==> src/rtl/nn_isa_pkg.sv <==
// Shared ISA definitions for the NN processor: opcodes, instruction field
// positions, opcode legality check and the fetch/issue state encoding.
package nn_isa_pkg;

  localparam logic [3:0] OP_NOP  = 4'h0;
  localparam logic [3:0] OP_ADD  = 4'h1;
  localparam logic [3:0] OP_MUL  = 4'h2;
  localparam logic [3:0] OP_SLT  = 4'h3;
  localparam logic [3:0] OP_MAC  = 4'h4;
  localparam logic [3:0] OP_ADDI = 4'h9;
  localparam logic [3:0] OP_HALT = 4'hB;
  localparam logic [3:0] OP_LD   = 4'hE;
  localparam logic [3:0] OP_ST   = 4'hF;

  // Field bit positions within a 16-bit instruction word
  localparam int OPC_LSB = 12;
  localparam int RD_LSB  = 8;
  localparam int RS_LSB  = 4;
  localparam int RT_LSB  = 0;
  localparam int FLD_W   = 4;

  typedef enum logic [2:0] {
    S_IDLE,
    S_FETCH,
    S_WAIT,
    S_ISSUE,
    S_HALTED
  } fetch_state_e;

  function automatic logic is_defined_opcode(input logic [3:0] op);
    case (op)
      OP_NOP, OP_ADD, OP_MUL, OP_SLT, OP_MAC,
      OP_ADDI, OP_HALT, OP_LD, OP_ST: is_defined_opcode = 1'b1;
      default:                        is_defined_opcode = 1'b0;
    endcase
  endfunction

endpackage

==> src/rtl/instr_fetch_issue.sv <==
// Instruction fetch-and-issue unit: steps a PC through a synchronous
// instruction memory, splits each word into fields and hands them to the
// control unit over a valid/ready handshake. HALT is consumed here; an
// undefined opcode stops the unit and raises a sticky error.
module instr_fetch_issue
  import nn_isa_pkg::*;
#(
  parameter int ADDR_W  = 8,
  parameter int INSTR_W = 16
) (
  input  logic               clk,
  input  logic               reset,
  input  logic               start,
  output logic [ADDR_W-1:0]  imem_addr,
  output logic               imem_rd_en,
  input  logic [INSTR_W-1:0] imem_rdata,
  output logic               issue_valid,
  input  logic               issue_ready,
  output logic [3:0]         opcode,
  output logic [3:0]         rd,
  output logic [3:0]         rs,
  output logic [3:0]         rt,
  output logic [ADDR_W-1:0]  pc_out,
  output logic               busy,
  output logic               halted,
  output logic               error
);

  fetch_state_e       state_q, state_d;
  logic [ADDR_W-1:0]  pc_q, pc_d;
  logic [INSTR_W-1:0] ir_q, ir_d;
  logic               err_q, err_d;
  logic [3:0]         rdata_op;

  assign rdata_op = imem_rdata[OPC_LSB +: FLD_W];

  // State, PC, instruction register and error flag
  always_ff @(posedge clk or posedge reset) begin
    if (reset) begin
      state_q <= S_IDLE;
      pc_q    <= '0;
      ir_q    <= '0;
      err_q   <= 1'b0;
    end else begin
      state_q <= state_d;
      pc_q    <= pc_d;
      ir_q    <= ir_d;
      err_q   <= err_d;
    end
  end

  // Next-state logic; start is only honoured when not already running
  always_comb begin
    state_d = state_q;
    pc_d    = pc_q;
    ir_d    = ir_q;
    err_d   = err_q;
    case (state_q)
      S_IDLE, S_HALTED: begin
        if (start) begin
          pc_d    = '0;
          err_d   = 1'b0;
          state_d = S_FETCH;
        end
      end
      S_FETCH: state_d = S_WAIT;
      S_WAIT: begin
        ir_d = imem_rdata;
        if (rdata_op == OP_HALT) begin
          state_d = S_HALTED;
        end else if (!is_defined_opcode(rdata_op)) begin
          err_d   = 1'b1;
          state_d = S_HALTED;
        end else begin
          state_d = S_ISSUE;
        end
      end
      S_ISSUE: begin
        if (issue_ready) begin
          pc_d    = pc_q + ADDR_W'(1);
          state_d = S_FETCH;
        end
      end
      default: state_d = S_IDLE;
    endcase
  end

  // Outputs come only from registers or the state decode, so issue_ready
  // never reaches an output combinationally.
  assign imem_addr   = pc_q;
  assign imem_rd_en  = (state_q == S_FETCH);
  assign issue_valid = (state_q == S_ISSUE);
  assign busy        = (state_q == S_FETCH) || (state_q == S_WAIT) || (state_q == S_ISSUE);
  assign halted      = (state_q == S_HALTED);
  assign error       = err_q;
  assign opcode      = ir_q[OPC_LSB +: FLD_W];
  assign rd          = ir_q[RD_LSB  +: FLD_W];
  assign rs          = ir_q[RS_LSB  +: FLD_W];
  assign rt          = ir_q[RT_LSB  +: FLD_W];
  assign pc_out      = pc_q;

endmodule

==> config.mk <==
export PLATFORM = sky130hd
export DESIGN_NAME = instr_fetch_issue
export DESIGN_NICKNAME = d
export VERILOG_FILES = /design/src/rtl/nn_isa_pkg.sv /design/src/rtl/instr_fetch_issue.sv
export SDC_FILE = /design/constraint.sdc
export NUM_CORES = 1
export LEC_CHECK = 0
export CORE_AREA = 5 5 88 49
export DETAILED_ROUTE_END_ITERATION = 16
export DIE_AREA = 0 0 93 54
export HOLD_SLACK_MARGIN = 0.03
export PLACE_DENSITY_LB_ADDON = 0.05
export SLEW_MARGIN = 10
export SYNTH_ARGS = -nofsm -noshare
export SYNTH_HDL_FRONTEND = slang
export SYNTH_SLANG_ARGS = --single-unit
==> constraint.sdc <==
create_clock -name clk -period 4.15 [get_ports clk]
set_input_delay 0.83 -clock clk [delete_from_list [all_inputs] [get_ports clk]]
set_output_delay 0.83 -clock clk [all_outputs]
set_load 0.02 [all_outputs]
==> metrics.yaml <==
status: "finished clean"
ir_drop_mv: 0.345
vias: 988
powerDensity_mw_per_mm2: 678
fp.dieArea_sq_mm: 0.00502
min_to: "ir_q[2]"
hp-start: "ir_q[2]"
fp-row-count: 16
tightest_slew_ps: 1000
worst_path_dominant_cell_family: "buffers and inverters"
path_cells: "nor2_1 > nand2_1 > inv_1 > clkdlybuf4s50_1"
vias_per_cell: 4.77
hpwl_um: 2300
crit_type: "flip-flop to output pin"
drt-pass1-iter-count: 4
clk_pin_slew_ps: 100
nFillCells: 316
rrSetupSlack_ps: 2500
layout-drive-gt1-share_pct: 8.02
slew_violations: 0
fin_nets: 184
cts-root-buf: "clkbuf_8"
avgSynthCellArea_sq_um: 11.6
period_needed_ps: 2570
synth_cell_types: 30
grt.overflow.total: 0
holdPathStages: 1
numCtsBuffers: 3
synthTopCellsByArea: "dfrtp_1, mux2_1, buf_4"
grt_pass1_wl_um: 4920
setup_viol: 0
synth_top_area_share_pct: 53.3
ant_nets: 0
r2r-start: "state_q[2]"
cpPeakStageDelay_ps: 590
grt_max_degree: 29
port_buffers: 56
skew_ps: 3.08
end_kind: "output pin"
drt_iter0_drc: 32
n_antenna_cell: 0
critPathBufInv: 2
holdBufCountCts: 0
hold_violations: 0
start_kind: "flip-flop"
synth.largest_area_cell: "dfrtp_1"
syn_area_sq_mm: 0.00132
design_area_sq_mm: 0.00192
placed_cell_area_sq_mm: 0.00185
maxCapViolations: 0
cts_setup_buffers: 0
p_total_w: 0.00130
yosys_register_bits: 28
drc_errors: 0
cts_tree: "done"
syn-instance-count: 113
grt_pass1_vias: 1053
clk_latency_ps: 270
cp.arrival_ps: 1740
ys_warn_count: 0
worst_path_max_delay_cell: "clkdlybuf4s50_1"
wirelength_um: 2990
tns_ps: 0
max_freq_ghz: 0.389
ios: 57
cp_max_fo: 8
fin_util_pct: 53.2
core_region_area_sq_mm: 0.00360
area_growth_pct: 45.8
r2r_end: "ir_q[3]"
htreeDepth: 1
cp_data_required_time_ps: 3320
synth_nets: 134
clock-sinks: 28
wire_per_inst_um: 14.5
grtUsageTotal_pct: 12.7
hold_path.class: "flip-flop to flip-flop"
finalWorstSetupSlack_ps: 1580
slew_headroom_pct: 32.7
ctsResizeCount: 0
die_w_um: 93
ys_seq_area_share_pct: 53.3
antenna_found_initial: 0
period_share_pct: 61.9
gp_congestion: 0.825
dp_slack_ps: 1900
r2r_cells: 3
rsz0062_at_grt: "no"
die_h_um: 54
cts_max_path_buffers: 2
start_util_pct: 36.5
leakage_nw: 0.814
placed cells by master (no fill, tap or decap):
| cell type | instances |
|---|---|
| a211oi_1 | 1 |
| a21oi_1 | 4 |
| and2_1 | 2 |
| and3_1 | 2 |
| and4_1 | 1 |
| and4b_1 | 1 |
| bufinv_16 | 1 |
| clkbuf_8 | 3 |
| clkdlybuf4s50_1 | 56 |
| clkinv_1 | 1 |
| dfrtp_1 | 28 |
| ha_1 | 1 |
| inv_1 | 3 |
| mux2_1 | 10 |
| mux2_2 | 3 |
| mux2_4 | 2 |
| nand2_1 | 7 |
| nand2b_1 | 3 |
| nand3_1 | 3 |
| nand4_1 | 4 |
| nor2_1 | 9 |
| nor2_2 | 1 |
| nor3_1 | 1 |
| nor3_2 | 1 |
| o21a_1 | 1 |
| o21ai_0 | 2 |
| o21ai_1 | 2 |
| o22ai_1 | 1 |
| o31ai_2 | 1 |
| o32ai_2 | 1 |
| or2_1 | 1 |
| xor2_1 | 5 |
cells by family (layout without fill, tap and decap cells):
logic type,Yosys count,after routing,synth area share (%)
and+or+nand+nor,36,36,14.5
buffers and inverters,15,64,7.71
muxes,15,15,13.4
AOI/OAI and AO/OA,13,13,6.85
DFF,28,28,53.3
adders and majority gates,1,1,0.951
xor gates and xnor gates,5,5,3.33
worst max-delay path by stage:
stage,startpoint,end,cells after the start
final,state_q[0],halted,4
after global routing,state_q[0],halted,4
after CTS,state_q[0],halted,4
after detailed placement,state_q[0],halted,4
after global placement,state_q[0],halted,4
after floorplan,state_q[0],halted,3
synth_stat cells, drive strengths merged:
cell type	n
nor3	2
buf	11
and2	2
nand4	4
a211oi	1
mux2	15
nand3	3
a21oi	4
or2	1
inv	4
and4	1
nor2	10
ha	1
xor2	5
nand2b	3
dfrtp	28
o32ai	1
o22ai	1
o21ai	4
and4b	1
nand2	7
o21a	1
o31ai	1
and3	2
stage by stage:
| step | instances | hold WS (ps) |
|---|---|---|
| 6_report | 207 | 492 |
| 5_1_grt | 207 | 521 |
| 4_1_cts | 207 | 497 |
| 3_5_place_dp | 203 | 474 |
| 3_3_place_gp | 203 | 469 |
| 2_1_floorplan | 113 | 586 |
worst register-to-register path, cell delays in order, from the launching register on:
cell and delay, ps:
dfrtp_1 430, nand2b_1 190, nor2_2 520, mux2_1 400
cell type report:
class	instances	area [sq um]	area share, %
flip-flops and latches	28	701	36.6
repair buffers	56	561	29.2
multi-input cells	70	513	26.8
well taps	45	56.3	2.94
clock buffers	3	41.3	2.15
clock inverters	1	30.0	1.57
inverters	4	15.0	0.783
sequential cells by signal, indices dropped and copies added, names as in the netlist:
| name | count |
|---|---|
| ir_q | 16 |
| error | 1 |
| imem_addr | 8 |
| state_q | 3 |
power breakdown:
part / total, W / switching [W] / internal, W
Clock: 0.000216 / 0.0000872 / 0.000129
Combinational: 0.000632 / 0.000308 / 0.000324
Sequential: 0.000452 / 0.0000760 / 0.000376
Total: 0.00130 / 0.000471 / 0.000829
layer usage:
metal / global-route usage (%) / wire length [um]
met5: 0 / 0
met4: 2.19 / 17
met3: 5.03 / 234
met2: 21.3 / 1320
met1: 16.0 / 1420
(Power assumes the default switching activity.)
